`src/rtl/uart_bridge_pkg.sv`:
```
// Shared types and constants for the UART debug bridge.
//   uart_bridge_state_t : bridge FSM state encoding
//   BRIDGE_CMD_*        : frame command bytes
//   BRIDGE_*            : response status byte values
package uart_bridge_pkg;

  typedef enum logic [2:0] {
    ST_IDLE,
    ST_ADDR,
    ST_DATA,
    ST_BUS,
    ST_RESP_STATUS,
    ST_RESP_DATA
  } uart_bridge_state_t;

  localparam logic [7:0] BRIDGE_CMD_WRITE = 8'h57;
  localparam logic [7:0] BRIDGE_CMD_READ  = 8'h52;

  localparam logic [7:0] BRIDGE_OK        = 8'h00;
  localparam logic [7:0] BRIDGE_BUS_ERROR = 8'h01;
  localparam logic [7:0] BRIDGE_TIMEOUT   = 8'h02;

endpackage

```
`src/rtl/uart_bridge_timer.sv`:
```
// Down-counting timeout timer.
//   clk_i, rst_i : clock, async active-high reset
//   start        : (re)arm the timer; wins over clear
//   clear        : stop the timer
//   expired      : high in the LIMIT-th cycle after the start edge, and stays
//                  high until cleared or restarted
module uart_bridge_timer #(
  parameter int unsigned LIMIT = 16
) (
  input  logic clk_i,
  input  logic rst_i,
  input  logic start,
  input  logic clear,
  output logic expired
);

  localparam int W = (LIMIT > 1) ? $clog2(LIMIT) : 1;

  logic [W-1:0] cnt;
  logic         run;

  // Loaded with LIMIT-1 so the terminal count lands on the LIMIT-th cycle.
  always_ff @(posedge clk_i or posedge rst_i) begin
    if (rst_i) begin
      cnt <= '0;
      run <= 1'b0;
    end else if (start) begin
      cnt <= W'(LIMIT - 1);
      run <= 1'b1;
    end else if (clear) begin
      cnt <= '0;
      run <= 1'b0;
    end else if (run && cnt != '0) begin
      cnt <= cnt - 1'b1;
    end
  end

  assign expired = run && (cnt == '0);

endmodule

```
`src/rtl/uart_debug_bridge.sv`:
```
// UART-to-register-bus debug bridge. Decodes 0x57 (write, 9 bytes) and
// 0x52 (read, 5 bytes) frames from the rx byte stream, issues one 32-bit bus
// transaction, and answers with a status byte (plus 4 LE data bytes on read).
//   clk_i, rst_i                     : clock, async active-high reset
//   rx_valid_i, rx_data_i            : received byte strobe and data
//   tx_valid_o, tx_data_o, tx_ready_i: response byte stream (valid/ready)
//   write_o, write_address_o, write_data_o, write_done_i, write_error_i
//   read_o, read_address_o, read_data_i, read_done_i, read_error_i
//   busy_o                           : high whenever the FSM is not idle
module uart_debug_bridge
  import uart_bridge_pkg::*;
#(
  parameter int unsigned FRAME_TIMEOUT = 1_000_000,
  parameter int unsigned BUS_TIMEOUT   = 1024
) (
  input  logic        clk_i,
  input  logic        rst_i,
  input  logic        rx_valid_i,
  input  logic [7:0]  rx_data_i,
  output logic        tx_valid_o,
  output logic [7:0]  tx_data_o,
  input  logic        tx_ready_i,
  output logic        write_o,
  output logic [31:0] write_address_o,
  output logic [31:0] write_data_o,
  input  logic        write_done_i,
  input  logic        write_error_i,
  output logic        read_o,
  output logic [31:0] read_address_o,
  input  logic [31:0] read_data_i,
  input  logic        read_done_i,
  input  logic        read_error_i,
  output logic        busy_o
);

  uart_bridge_state_t state;
  logic        is_write;
  logic [1:0]  idx;
  logic [31:0] addr, wdata, rdata;

  logic cmd_ok, in_frame, frame_start, frame_expired;
  logic bus_start, bus_expired, done, err;

  assign cmd_ok   = (rx_data_i == BRIDGE_CMD_WRITE) || (rx_data_i == BRIDGE_CMD_READ);
  assign in_frame = (state == ST_ADDR) || (state == ST_DATA);

  // Frame timer rearms on the command byte and on every frame byte.
  assign frame_start = rx_valid_i && (in_frame || (state == ST_IDLE && cmd_ok));
  // Bus timer arms on the edge that enters BUS.
  assign bus_start   = rx_valid_i && (idx == 2'd3) &&
                       ((state == ST_ADDR && !is_write) || state == ST_DATA);

  assign done = is_write ? write_done_i  : read_done_i;
  assign err  = is_write ? write_error_i : read_error_i;

  uart_bridge_timer #(.LIMIT(FRAME_TIMEOUT)) u_frame_tmr (
    .clk_i   (clk_i),
    .rst_i   (rst_i),
    .start   (frame_start),
    .clear   (!in_frame),
    .expired (frame_expired)
  );

  uart_bridge_timer #(.LIMIT(BUS_TIMEOUT)) u_bus_tmr (
    .clk_i   (clk_i),
    .rst_i   (rst_i),
    .start   (bus_start),
    .clear   (state != ST_BUS),
    .expired (bus_expired)
  );

  always_ff @(posedge clk_i or posedge rst_i) begin
    if (rst_i) begin
      state      <= ST_IDLE;
      is_write   <= 1'b0;
      idx        <= 2'd0;
      addr       <= '0;
      wdata      <= '0;
      rdata      <= '0;
      write_o    <= 1'b0;
      read_o     <= 1'b0;
      tx_valid_o <= 1'b0;
      tx_data_o  <= '0;
    end else begin
      case (state)
        ST_IDLE: begin
          if (rx_valid_i && cmd_ok) begin
            is_write <= (rx_data_i == BRIDGE_CMD_WRITE);
            idx      <= 2'd0;
            state    <= ST_ADDR;
          end
        end
        // Bytes shift in from the top so 4 bytes land little-endian.
        ST_ADDR: begin
          if (rx_valid_i) begin
            addr <= {rx_data_i, addr[31:8]};
            idx  <= idx + 2'd1;
            if (idx == 2'd3) begin
              if (is_write) begin
                state <= ST_DATA;
              end else begin
                state  <= ST_BUS;
                read_o <= 1'b1;
              end
            end
          end else if (frame_expired) begin
            state <= ST_IDLE;
          end
        end
        ST_DATA: begin
          if (rx_valid_i) begin
            wdata <= {rx_data_i, wdata[31:8]};
            idx   <= idx + 2'd1;
            if (idx == 2'd3) begin
              state   <= ST_BUS;
              write_o <= 1'b1;
            end
          end else if (frame_expired) begin
            state <= ST_IDLE;
          end
        end
        // Done is checked before the timeout so a coincident done wins.
        ST_BUS: begin
          if (done) begin
            write_o    <= 1'b0;
            read_o     <= 1'b0;
            tx_valid_o <= 1'b1;
            tx_data_o  <= err ? BRIDGE_BUS_ERROR : BRIDGE_OK;
            rdata      <= (err || is_write) ? 32'h0 : read_data_i;
            state      <= ST_RESP_STATUS;
          end else if (bus_expired) begin
            write_o    <= 1'b0;
            read_o     <= 1'b0;
            tx_valid_o <= 1'b1;
            tx_data_o  <= BRIDGE_TIMEOUT;
            rdata      <= 32'h0;
            state      <= ST_RESP_STATUS;
          end
        end
        ST_RESP_STATUS: begin
          if (tx_ready_i) begin
            if (is_write) begin
              tx_valid_o <= 1'b0;
              state      <= ST_IDLE;
            end else begin
              tx_data_o <= rdata[7:0];
              rdata     <= {8'h00, rdata[31:8]};
              idx       <= 2'd0;
              state     <= ST_RESP_DATA;
            end
          end
        end
        ST_RESP_DATA: begin
          if (tx_ready_i) begin
            if (idx == 2'd3) begin
              tx_valid_o <= 1'b0;
              state      <= ST_IDLE;
            end else begin
              idx       <= idx + 2'd1;
              tx_data_o <= rdata[7:0];
              rdata     <= {8'h00, rdata[31:8]};
            end
          end
        end
        default: state <= ST_IDLE;
      endcase
    end
  end

  assign write_address_o = addr;
  assign read_address_o  = addr;
  assign write_data_o    = wdata;
  assign busy_o          = (state != ST_IDLE);

endmodule

```
`config.mk`:
```
export PLATFORM = sky130hd
export DESIGN_NAME = uart_debug_bridge
export DESIGN_NICKNAME = d
export VERILOG_FILES = /design/src/rtl/uart_bridge_pkg.sv /design/src/rtl/uart_bridge_timer.sv /design/src/rtl/uart_debug_bridge.sv
export SDC_FILE = /design/constraint.sdc
export NUM_CORES = 1
export LEC_CHECK = 0
export BUFFER_PORTS_ARGS = -buffer_cell sky130_fd_sc_hd__buf_4
export CORE_UTILIZATION = 50
export CTS_CLUSTER_DIAMETER = 60
export DETAILED_ROUTE_END_ITERATION = 12
export PLACE_DENSITY = 0.78
export SLEW_MARGIN = 30
export SYNTH_ARGS = -nofsm -noshare
export SYNTH_HDL_FRONTEND = slang
export SYNTH_HIERARCHICAL = 1
export SYNTH_SLANG_ARGS = --single-unit
```
`constraint.sdc`:
```
create_clock -name clk_i -period 4.8 [get_ports clk_i]
set_input_delay 0.72 -clock clk_i [delete_from_list [all_inputs] [get_ports clk_i]]
set_output_delay 0.72 -clock clk_i [all_outputs]
set_load 0.02 [all_outputs]
```
==> results of run 1 <==
==> cells by family after synthesis <==
group / synth area share
mux: 0.1191
compound gates: 0.1374
xor+xnor: 0.02407
buf+inv: 0.07256
flops: 0.5248
fa+ha+maj: 0.007239
simple gates: 0.1149
==> synth_stat cells, drive strengths merged (4+ instances only) <==
master,count,area [um^2]
a211oi,6,50.05
a21o,10,75.07
a21oi,9,48.80
a22oi,24,180.2
buf,56,400.4
clkbuf,9,33.78
dfrtp,145,3628
ha,4,50.05
inv,18,67.56
mux2,66,743.2
mux2i,8,80.08
nand2,70,262.8
nand3,7,35.03
nor2,23,91.34
nor3,13,65.06
nor4,8,71.32
o2111ai,4,35.03
o211ai,5,42.54
o21ai,50,250.2
o21bai,12,90.09
or4,5,48.79
xnor2,10,87.58
xor2,9,78.83
==> worst max-delay path: stages (launching register included) <==
cell      delay (ns)
dfrtp_1         0.41
nor4_1          0.62
nand3_1         0.18
nor2_1          0.15
nand2b_1        0.23
a31oi_4         0.21
buf_16          0.25
buf_4           0.25
a211oi_2        0.26
a21oi_2         0.04
==> area by class of cell <==
class                           count  area (um^2)  share of cell area
Clock inverter                     15        249.0             0.02887
Sequential cell                   145         3628              0.4207
Tap cell                          176        220.2             0.02553
Multi-Input combinational cell    388         2786              0.3230
Timing Repair Buffer              163         1244              0.1442
Inverter                           18        72.57            0.008413
Clock buffer                       17        425.4             0.04932
==> routing by layer <==
| metal | global-route usage | vias up | share of wire |
|---|---|---|---|
| li1 | - | 2400 | - |
| met1 | 0.2917 | 2513 | 0.43 |
| met2 | 0.3591 | 137 | 0.51 |
| met3 | 0.05418 | 27 | 0.043 |
| met4 | 0.08672 | 0 | 0.020 |
| met5 | 0 | - | 0 |
==> path summary, 6_finish.rpt <==
path	to	cells past startpoint
worst max-delay path	tx_data_o[0]	9
worst min-delay path	u_bus_tmr/cnt[3]	2
worst max register to register	tx_data_o[0]	9
worst min register to register	rdata[2]	2
max in group asynchronous	rdata[16]	3
min in group clk_i	rdata[2]	2
==> stage by stage <==
step | setup slack [ns] | hold WS [ns] | util | cells
6_report | 2.066 | 0.3258 | 0.6462 | 922
5_1_grt | 1.878 | 0.3520 | 0.6462 | 922
4_1_cts | 1.893 | 0.3177 | 0.6440 | 921
3_5_place_dp | 1.795 | 0.4709 | 0.5935 | 889
3_3_place_gp | 1.922 | 0.4621 | 0.5935 | 889
2_1_floorplan | 1.093 | 0.4489 | - | 616
==> power by group through the flow <==
stage / Clock (uW) / Sequential (uW) / Combinational [uW]
3_3_place_gp: 0 / 1980 / 2350
3_5_place_dp: 0 / 2000 / 2420
2_1_floorplan: 0 / 2210 / 1450
4_1_cts: 1510 / 1990 / 2430
5_1_grt: 1560 / 2050 / 2600
6_report: 1490 / 1990 / 2440
==> state kept, by name, summed over array words and instances, names as in the netlist <==
signal,count
tx_data_o,8
read_address_o,32
u_bus_tmr/run,1
u_bus_tmr/cnt,10
write_o,1
rdata,32
u_frame_tmr/run,1
write_data_o,32
state,3
idx,2
read_o,1
tx_valid_o,1
u_frame_tmr/cnt,20
is_write,1
==> PnR_summary.wiki, run 1 <==
{| class="wikitable"
! Metric !! Value
|-
| Result of the run || finished, final reports clean
|-
| Aggregate negative setup slack || 0 ns
|-
| Antenna violations before repair || 0
|-
| Clock tree from TritonCTS || built
|-
| Residual DRC || 0
|-
| Synthesis warning total || 6
|-
| Number of buffers inserted to repair setup after CTS || 0
|-
| Register-to-register path setup slack || 2.07 ns
|-
| P_sw || 2279 uW
|-
| Count of instances resized after the clock tree is built || 0
|-
| DP Area || 0.007921 mm^2
|-
| Maximum clock path buffer count || 2
|-
| Commonest non-fill, non-tap cell in the layout || buf_4
|-
| Data required time of the worst path || 5.10 ns
|-
| Vias in the first global route || 4,975
|-
| Total clock buffers created by CTS || 17
|-
| Global-route wire length before repair || 25,050 um
|-
| Count of flip-flops with a built-in enable after synthesis || 0
|-
| Final design instance area without fill || 0.008626 mm^2
|-
| Clock tree root driver cell || clkbuf_16
|-
| CTS HTree Levels || 4
|-
| WL/cell || 16.53 um
|-
| Remaining antenna violation count after routing || 0
|-
| Layout Area Growth over Synthesis || 24.76%
|-
| Hold WC Path Type || primary input to asynchronous set/reset pin
|-
| DR vias/cell || 5.507
|-
| DIE HEIGHT || 119.6 um
|-
| Via count || 5,077
|-
| Part of the power in combinational logic || 0.412
|-
| Post-synthesis net count || 668
|-
| Total standard cell area after synthesis || 0.006914 mm^2
|-
| Horizontal extent of the die || 119.6 um
|-
| Pleak || 0.004002 uW
|-
| Sort of element at the end of the critical path || flop
|-
| RD Place Congestion || 0.7999
|-
| Detailed-route wire length || 15,240 um
|-
| Core ar. || 0.01335 mm^2
|-
| Worst Max-Slew Pin Slew || 0.8167 ns
|-
| Number of distinct library cells after synthesis || 66
|-
| Flip-flop cell with the highest count after synthesis || dfrtp_1
|-
| Total track usage || 0.2232
|-
| Share of final-layout standard cells stronger than drive strength 1 || 0.3780
|-
| Clock latency reported for the late side of the worst-skew pair || 0.42 ns
|-
| Placement Rows || 42
|-
| Power per Cell Area || 686.2 mW/mm^2
|-
| Async SR Flop Fraction || 1.000
|-
| HPWL after DPL || 10,490 um
|-
| Relative slew slack || 0.4549
|-
| First element of the critical path || u_bus_tmr/cnt[5]
|-
| Upper clock frequency limit || 0.3657 GHz
|-
| Type of the worst setup path || flop to flop
|-
| Average cell area after synthesis || 11.22 um^2
|-
| Max-slew violations || 0
|-
| Mapped Cells || 616
|-
| Fin Clk Skew || 0.01181 ns
|-
| Final setup violation count || 0
|-
| Number of endpoints with negative hold slack in the final report || 0
|-
| Leftover overflow at the end of global routing || 0
|-
| Internal portion of total power || 3640 uW
|-
| Number of buffers inserted for hold repair after clock tree synthesis || 0
|-
| Flop pwr share || 0.337
|-
| Commonest non-fill, non-tap cells in the layout || buf_4, dfrtp_1, nand2_1, mux2_2, o21ai_0
|-
| Count of pins on the block boundary || 156
|-
| Final net count || 785
|-
| Reg-to-reg critical path startpoint || u_bus_tmr/cnt[5]
|-
| Sequential fraction of the synthesis area || 0.5248
|-
| Post-route total power || 5919 uW
|-
| Final clock period utilization by the worst path || 0.5697
|-
| Filler instances || 1,067
|-
| Fraction of power consumed by the clock network || 0.251
|-
| Starting Density || 0.5180
|-
| Reg clk slew, reported paths || 0.06 ns
|-
| Count of maximum capacitance violations || 0
|-
| Maximum number of pins on one net before global-route repair || 75
|-
| Die Area || 0.01430 mm^2
|-
| Number of detailed-routing iterations run before antenna repair || 5
|-
| Number of DRC violations after detailed-routing iteration 0 || 370
|-
| Number of antenna repair diodes || 0
|-
| #FFs+latches synth || 145
|-
| Arrival time worst endpoint || 3.04 ns
|-
| Switching portion of total power || 0.3851
|-
| Startpoint types || flop
|-
| RSZ-0062 raised after global routing || false
|-
| Minimum period implied by the final worst setup slack || 2.734 ns
|-
| Worst supply voltage drop on vdd || 0.3953 mV
|-
| Crit path max fanout || 38
|-
| Total number of clock tree sinks || 145
|-
| Number of input and output port buffers inserted || 155
|}
No activity file was read; power rests on OpenSTA's default activity.
==> inputs of run 2 (changes only) <==
Clock period 4.8 ns to 2.8 ns, I/O delays scaled along.
==> run 2 against run 1 <==
Compared with the run above:
- total power rose by 70%
- combinational power up 73%
- register-to-register slack lost 1.7 ns
- sequential share of layout area decreased by 0.10 points
- worst hold slack worse by 0.29 ns
- largest cell class unchanged
- critical path depth did not move
- core utilization rose by 0.16 points
- non-clock buffer count rose by 6
- via count decreased by 0.85%
==> PnR_summary.wiki, run 2 (synthesis gave the netlist of run 1 again) <==
{| class="wikitable"
! Metric !! Value
|-
| Result of the run || finished, final reports clean (unchanged)
|-
| Relative slew slack || 0.4628 (was 0.4549)
|-
| CTS HTree Levels || 4 (unchanged)
|-
| Worst setup slack after placement || 0.3175 ns (was 1.795 ns)
|-
| Final setup violation count || 0 (unchanged)
|-
| First element of the critical path || u_frame_tmr/cnt[6] (was u_bus_tmr/cnt[5])
|-
| Highest cell delay on the worst timing path || 0.48 ns (was 0.62 ns)
|-
| WL/cell || 16.45 um (was 16.53 um)
|-
| Maximum clock path buffer count || 2 (unchanged)
|-
| Count of maximum capacitance violations || 0 (unchanged)
|-
| Upper clock frequency limit || 0.4071 GHz (was 0.3657 GHz)
|-
| Data required time of the worst path || 3.10 ns (was 5.10 ns)
|-
| Sort of element at the end of the critical path || flop (unchanged)
|-
| Antenna violations before repair || 0 (unchanged)
|-
| DR vias/cell || 5.425 (was 5.507)
|-
| Vias in the first global route || 5,030 (was 4,975)
|-
| Hold WC Path Type || primary input to asynchronous set/reset pin (unchanged)
|-
| Core ar. || 0.01335 mm^2 (unchanged)
|-
| Top Layer Used || met4 (unchanged)
|-
| Starting Density || 0.5180 (unchanged)
|-
| Arrival time worst endpoint || 2.75 ns (was 3.04 ns)
|-
| Met2 routed wirelength || 7690 um (was 7707 um)
|-
| Commonest non-fill, non-tap cells in the layout || buf_4, dfrtp_1, nand2_1, mux2_2, o21ai_0 (unchanged)
|-
| Placement Rows || 42 (unchanged)
|-
| Power per Cell Area || 1161 mW/mm^2 (was 686.2 mW/mm^2)
|-
| Count of instances resized after the clock tree is built || 0 (unchanged)
|-
| Final clock period utilization by the worst path || 0.8772 (was 0.5697)
|-
| Reg-to-reg critical path startpoint || u_frame_tmr/cnt[6] (was u_bus_tmr/cnt[5])
|-
| Worst-path cell chain || nor4_1 > and4b_1 > nand2_1 > nor2_1 > nor2b_1 > a211oi_1 > nor2_1 > o22ai_1 > mux2_2 (was nor4_1 > nand3_1 > nor2_1 > nand2b_1 > a31oi_4 > buf_16 > buf_4 > a211oi_2 > a21oi_2)
|-
| Reg-to-reg endpoint || state[0] (was tx_data_o[0])
|-
| Register-to-Register Path Depth || 9 (unchanged)
|-
| RD Place Congestion || 0.7989 (was 0.7999)
|-
| HPWL after DPL || 10,380 um (was 10,490 um)
|-
| Die Area || 0.01430 mm^2 (unchanged)
|-
| Total number of clock tree sinks || 145 (unchanged)
|-
| Detailed-route wire length || 15,260 um (was 15,240 um)
|-
| Max-slew violations || 0 (unchanged)
|-
| Met3 Routed Length || 731 um (was 649 um)
|-
| Type of the worst setup path || flop to flop (unchanged)
|-
| Number of buffers inserted to repair setup after CTS || 0 (unchanged)
|-
| RSZ-0062 raised after global routing || false (unchanged)
|-
| Clock tree root driver cell || clkbuf_16 (unchanged)
|-
| Layout Area Growth over Synthesis || 25.06% (was 24.76%)
|-
| Final net count || 791 (was 785)
|-
| Global-route wire length before repair || 25,350 um (was 25,050 um)
|-
| Most repeated library cell on the critical path || nor2_1
|-
| Number of input and output port buffers inserted || 155 (unchanged)
|-
| Startpoint types || flop (unchanged)
|-
| Remaining antenna violation count after routing || 0 (unchanged)
|-
| Number of endpoints with negative hold slack in the final report || 0 (unchanged)
|-
| Fin Clk Skew || 0.01132 ns (was 0.01181 ns)
|-
| Maximum number of pins on one net before global-route repair || 114 (was 75)
|-
| Reg clk slew, reported paths || 0.06 ns (about the same)
|-
| Clock latency reported for the late side of the worst-skew pair || 0.42 ns (about the same)
|-
| Count of pins on the block boundary || 156 (unchanged)
|-
| Total clock buffers created by CTS || 17 (unchanged)
|-
| Length of routed wiring on met1 || 6645 um (was 6579 um)
|-
| Total track usage || 0.2245 (was 0.2232)
|-
| Residual DRC || 0 (unchanged)
|-
| Aggregate negative setup slack || 0 ns (unchanged)
|-
| Number of DRC violations after detailed-routing iteration 0 || 308 (was 370)
|-
| Worst Max-Slew Pin Slew || 0.8049 ns (was 0.8167 ns)
|-
| Register-to-register path setup slack || 0.34 ns (was 2.07 ns)
|-
| Worst supply voltage drop on vdd || 0.6691 mV (was 0.3953 mV)
|-
| Worst setup margin || 0.3438 ns (was 2.066 ns)
|-
| Number of antenna repair diodes || 0 (unchanged)
|-
| Via count || 5,034 (was 5,077)
|-
| Share of final-layout standard cells stronger than drive strength 1 || 0.3830 (was 0.3780)
|-
| Clock tree from TritonCTS || built (unchanged)
|-
| Number of buffers inserted for hold repair after clock tree synthesis || 0 (unchanged)
|-
| Number of detailed-routing iterations run before antenna repair || 5 (unchanged)
|-
| Leftover overflow at the end of global routing || 0 (unchanged)
|-
| Horizontal extent of the die || 119.6 um (unchanged)
|-
| Max stage delay cell, worst path || and4b_1 (was nor4_1)
|-
| Post-route total power || 10,040 uW (was 5919 uW)
|-
| Commonest non-fill, non-tap cell in the layout || buf_4 (unchanged)
|-
| Worst hold margin || 0.03345 ns (was 0.3258 ns)
|-
| Minimum period implied by the final worst setup slack || 2.456 ns (was 2.734 ns)
|-
| DIE HEIGHT || 119.6 um (unchanged)
|-
| Pleak || 0.004008 uW (was 0.004002 uW)
|-
| Crit path max fanout || 9 (was 38)
|}
run 2: cell types whose count changed in the layout (fill, tap and decap cells not counted):
| cell | delta |
|---|---|
| buf_4 | +4 |
| clkinvlp_4 | +3 |
| buf_12 | +2 |
| inv_8 | -2 |
| buf_16 | -1 |
| buf_8 | +1 |
| bufinv_16 | -1 |
| clkbuf_8 | +1 |
| clkinv_2 | +1 |
| clkinv_4 | -1 |
| clkinv_8 | -1 |
run 2: cell type report:
class / instances / area (um^2)
fillers: 1045 / 4701
inverters: 18 / 71.32
flip-flops and latches: 145 / 3628
repair buffers: 169 / 1301
well taps: 176 / 220.2
multi-input cells: 388 / 2786
clock buffers: 18 / 439.2
clock inverters: 14 / 200.2
run 2: report_power, final:
| part | leakage (uW) | switching (uW) | total [uW] | internal, uW |
|---|---|---|---|---|
| clock network | 0.000310 | 890 | 2420 | 1530 |
| registers | 0.00188 | 645 | 3390 | 2740 |
| logic | 0.00182 | 2320 | 4230 | 1910 |
| total | 0.00401 | 3850 | 10000 | 6190 |
run 2: layer usage:
metal  vias to the layer above  track usage
li1                       2417            -
met1                      2479       0.3003
met2                       119       0.3555
met3                        19      0.05846
met4                         0      0.07500
met5                         -            0
run 2: worst max-delay path by stage:
stage,to,cells past startpoint
2_1_floorplan,state[0],11
3_3_place_gp,tx_data_o[0],7
3_5_place_dp,rdata[16],8
4_1_cts,tx_data_o[0],9
5_1_grt,state[0],9
6_report,state[0],9
run 2: metrics by stage:
| stage | utilization | cell area (um^2) | std cells |
|---|---|---|---|
| after detailed placement | 0.5988 | 7993 | 895 |
| after global routing | 0.6478 | 8647 | 928 |
| after floorplan | - | 6918 | 616 |
| after global placement | 0.5988 | 7993 | 895 |
| after CTS | 0.6467 | 8632 | 927 |
| final | 0.6478 | 8647 | 928 |
run 2: critical path: cells and delay by family (launching register included):
kind               cells  cell delay [ns]
AOI/OAI and AO/OA      2             0.15
muxes                  1             0.29
DFF                    1             0.42
and+or+nand+nor        6             1.47
==> inputs of run 3 (changes only) <==
Settings changed: CORE_UTILIZATION 50 to 46, CTS_BUF_LIST set to sky130_fd_sc_hd__clkbuf_4 sky130_fd_sc_hd__clkbuf_8, PLACE_DENSITY 0.78 to 0.73.
==> run 3 against run 2 <==
Compared with the run above:
- global-route usage fell by 2.1 points
- cell area down 2.8%
- critical path type unchanged
- register-to-register slack barely moved
==> PnR_summary.wiki, run 3 (synthesis gave the netlist of run 1 again) <==
{| class="wikitable"
! Metric !! Value
|-
| Fin Clk Skew || 0.01507 ns (was 0.01132 ns)
|-
| Commonest non-fill, non-tap cell in the layout || buf_4 (unchanged)
|-
| Hold WC Path Type || primary input to asynchronous set/reset pin (unchanged)
|-
| Number of buffers and inverters on the critical path || 1 (was 0)
|-
| Vias in the first global route || 5,011 (was 5,030)
|-
| Register-to-Register Path Depth || 11 (was 9)
|-
| Final clock period utilization by the worst path || 0.8742 (was 0.8772)
|-
| Detailed-route wire length || 14,980 um (was 15,260 um)
|-
| Starting Density || 0.4739 (was 0.5180)
|-
| Number of buffers inserted to repair setup after CTS || 0 (unchanged)
|-
| Worst supply voltage drop on vdd || 0.6645 mV (was 0.6691 mV)
|-
| RSZ-0062 raised after global routing || false (unchanged)
|-
| RD Place Congestion || 0.8170 (was 0.7989)
|-
| Number of detailed-routing iterations run before antenna repair || 4 (was 5)
|-
| Placement Rows || 44 (was 42)
|-
| Layout Area Growth over Synthesis || 21.57% (was 25.06%)
|-
| CTS HTree Levels || 4 (unchanged)
|-
| End-of-flow core utilization || 0.5762 (was 0.6478)
|-
| Commonest non-fill, non-tap cells in the layout || buf_4, dfrtp_1, nand2_1, mux2_2, o21ai_0 (unchanged)
|-
| Remaining antenna violation count after routing || 0 (unchanged)
|-
| Result of the run || finished, final reports clean (unchanged)
|-
| Type of the worst setup path || flop to flop (unchanged)
|-
| Total number of clock tree sinks || 145 (unchanged)
|-
| Filler instances || 1,207 (was 1,045)
|-
| Max stage delay cell, worst path || dfrtp_1 (was and4b_1)
|-
| DIE HEIGHT || 124.6 um (was 119.6 um)
|-
| Post-placement cell count || 901 (was 895)
|-
| Number of DRC violations after detailed-routing iteration 0 || 269 (was 308)
|-
| Count of instances resized after the clock tree is built || 0 (unchanged)
|-
| Upper clock frequency limit || 0.4086 GHz (was 0.4071 GHz)
|-
| Worst-path cell chain || inv_1 > ha_1 > nor4b_1 > and3_1 > nand2_1 > nor2_1 > nor2b_1 > a211oi_1 > nor2_1 > o22ai_1 > mux2_2 (was nor4_1 > and4b_1 > nand2_1 > nor2_1 > nor2b_1 > a211oi_1 > nor2_1 > o22ai_1 > mux2_2)
|-
| Worst hold margin || 0.01745 ns (was 0.03345 ns)
|-
| Core ar. || 0.01459 mm^2 (was 0.01335 mm^2)
|-
| Sort of element at the end of the critical path || flop (unchanged)
|-
| Highest cell delay on the worst timing path || 0.43 ns (was 0.48 ns)
|-
| Aggregate negative setup slack || 0 ns (unchanged)
|-
| Most repeated library cell on the critical path || nor2_1 (unchanged)
|-
| Share of final-layout standard cells stronger than drive strength 1 || 0.3805 (was 0.3830)
|-
| Maximum number of pins on one net before global-route repair || 81 (was 114)
|-
| DR vias/cell || 5.362 (was 5.425)
|-
| Count of pins on the block boundary || 156 (unchanged)
|-
| Count of maximum capacitance violations || 0 (unchanged)
|-
| Max-slew violations || 0 (unchanged)
|-
| Arrival time worst endpoint || 2.78 ns (was 2.75 ns)
|-
| Reg clk slew, reported paths || 0.08 ns (was 0.06 ns)
|-
| HPWL after DPL || 10,590 um (was 10,380 um)
|-
| Maximum clock path buffer count || 2 (unchanged)
|-
| Number of input and output port buffers inserted || 155 (unchanged)
|-
| Total track usage || 0.2033 (was 0.2245)
|-
| Worst setup slack after placement || 0.4105 ns (was 0.3175 ns)
|-
| Final setup violation count || 0 (unchanged)
|-
| Total clock buffers created by CTS || 17 (unchanged)
|-
| Worst Max-Slew Pin Slew || 0.7905 ns (was 0.8049 ns)
|-
| Residual DRC || 0 (unchanged)
|-
| Number of endpoints with negative hold slack in the final report || 0 (unchanged)
|-
| Largest delay share family, worst path || simple AND/OR/NAND/NOR gates (unchanged)
|-
| Power per Cell Area || 1102 mW/mm^2 (was 1161 mW/mm^2)
|-
| Minimum period implied by the final worst setup slack || 2.448 ns (was 2.456 ns)
|-
| Horizontal extent of the die || 124.6 um (was 119.6 um)
|-
| Clock tree from TritonCTS || built (unchanged)
|-
| Relative slew slack || 0.4724 (was 0.4628)
|-
| Clock tree root driver cell || clkbuf_8 (was clkbuf_16)
|-
| Final std cells w/o fill || 933 (was 928)
|-
| Worst setup margin || 0.3523 ns (was 0.3438 ns)
|-
| Global-route wire length before repair || 25,450 um (was 25,350 um)
|-
| Via count || 5,003 (was 5,034)
|-
| Number of antenna repair diodes || 0 (unchanged)
|-
| Clock latency reported for the late side of the worst-skew pair || 0.45 ns (was 0.42 ns)
|-
| Leftover overflow at the end of global routing || 0 (unchanged)
|-
| Number of buffers inserted for hold repair after clock tree synthesis || 0 (unchanged)
|-
| Startpoint types || flop (unchanged)
|-
| Die Area || 0.01553 mm^2 (was 0.01430 mm^2)
|-
| Levels on crit path || 11 (was 9)
|-
| Antenna violations before repair || 0 (unchanged)
|-
| Pleak || 0.003893 uW (was 0.004008 uW)
|-
| Final net count || 788 (was 791)
|-
| Crit path max fanout || 5 (was 9)
|-
| Data required time of the worst path || 3.13 ns (was 3.10 ns)
|-
| WL/cell || 16.05 um (was 16.45 um)
|}
[run 3: changes by cell type in the layout (fill, tap and decap cells not counted), sizes merged]
cell	previous run	this run
buf	169	166
inv	22	25
bufinv	4	2
clkinvlp	3	2
[run 3: worst paths after layout]
path                                    start                 to  slack, ns
max in group asynchronous               rst_i  read_address_o[5]       2.04
min reg2reg                         rdata[22]          rdata[22]       0.49
max                        u_frame_tmr/cnt[0]           state[0]       0.35
min                                     rst_i   u_bus_tmr/cnt[5]       0.02
max reg2reg                u_frame_tmr/cnt[0]           state[0]       0.35
min in group clk_i            read_data_i[31]          rdata[31]       0.21
[run 3: through the flow]
stage	instance area, um^2	total power (uW)
2_1_floorplan	6918	6272
3_3_place_gp	7988	7456
3_5_place_dp	7988	7587
4_1_cts	8406	9334
5_1_grt	8406	9812
6_report	8406	9263
[run 3: metal layers]
layer | wire [um] | global-route usage
met1 | 6847 | 0.2717
met2 | 7455 | 0.3250
met3 | 562 | 0.05069
met4 | 110 | 0.06378
met5 | 0 | 0
[run 3: cell type report]
type                    instances  area, um^2  area share
clock inverters                14       170.2     0.02024
repair buffers                166        1271      0.1512
inverters                      18       71.32    0.008485
clock buffers                  18       247.7     0.02947
multi-input cells             388        2786      0.3315
well taps                     184       230.2     0.02739
flip-flops and latches        145        3628      0.4317
[run 3: report_power, final]
part | total (uW) | internal, uW | switching [uW]
Combinational | 4140 | 1880 | 2260
Clock | 1720 | 851 | 870
Sequential | 3400 | 2740 | 661
Total | 9260 | 5470 | 3790
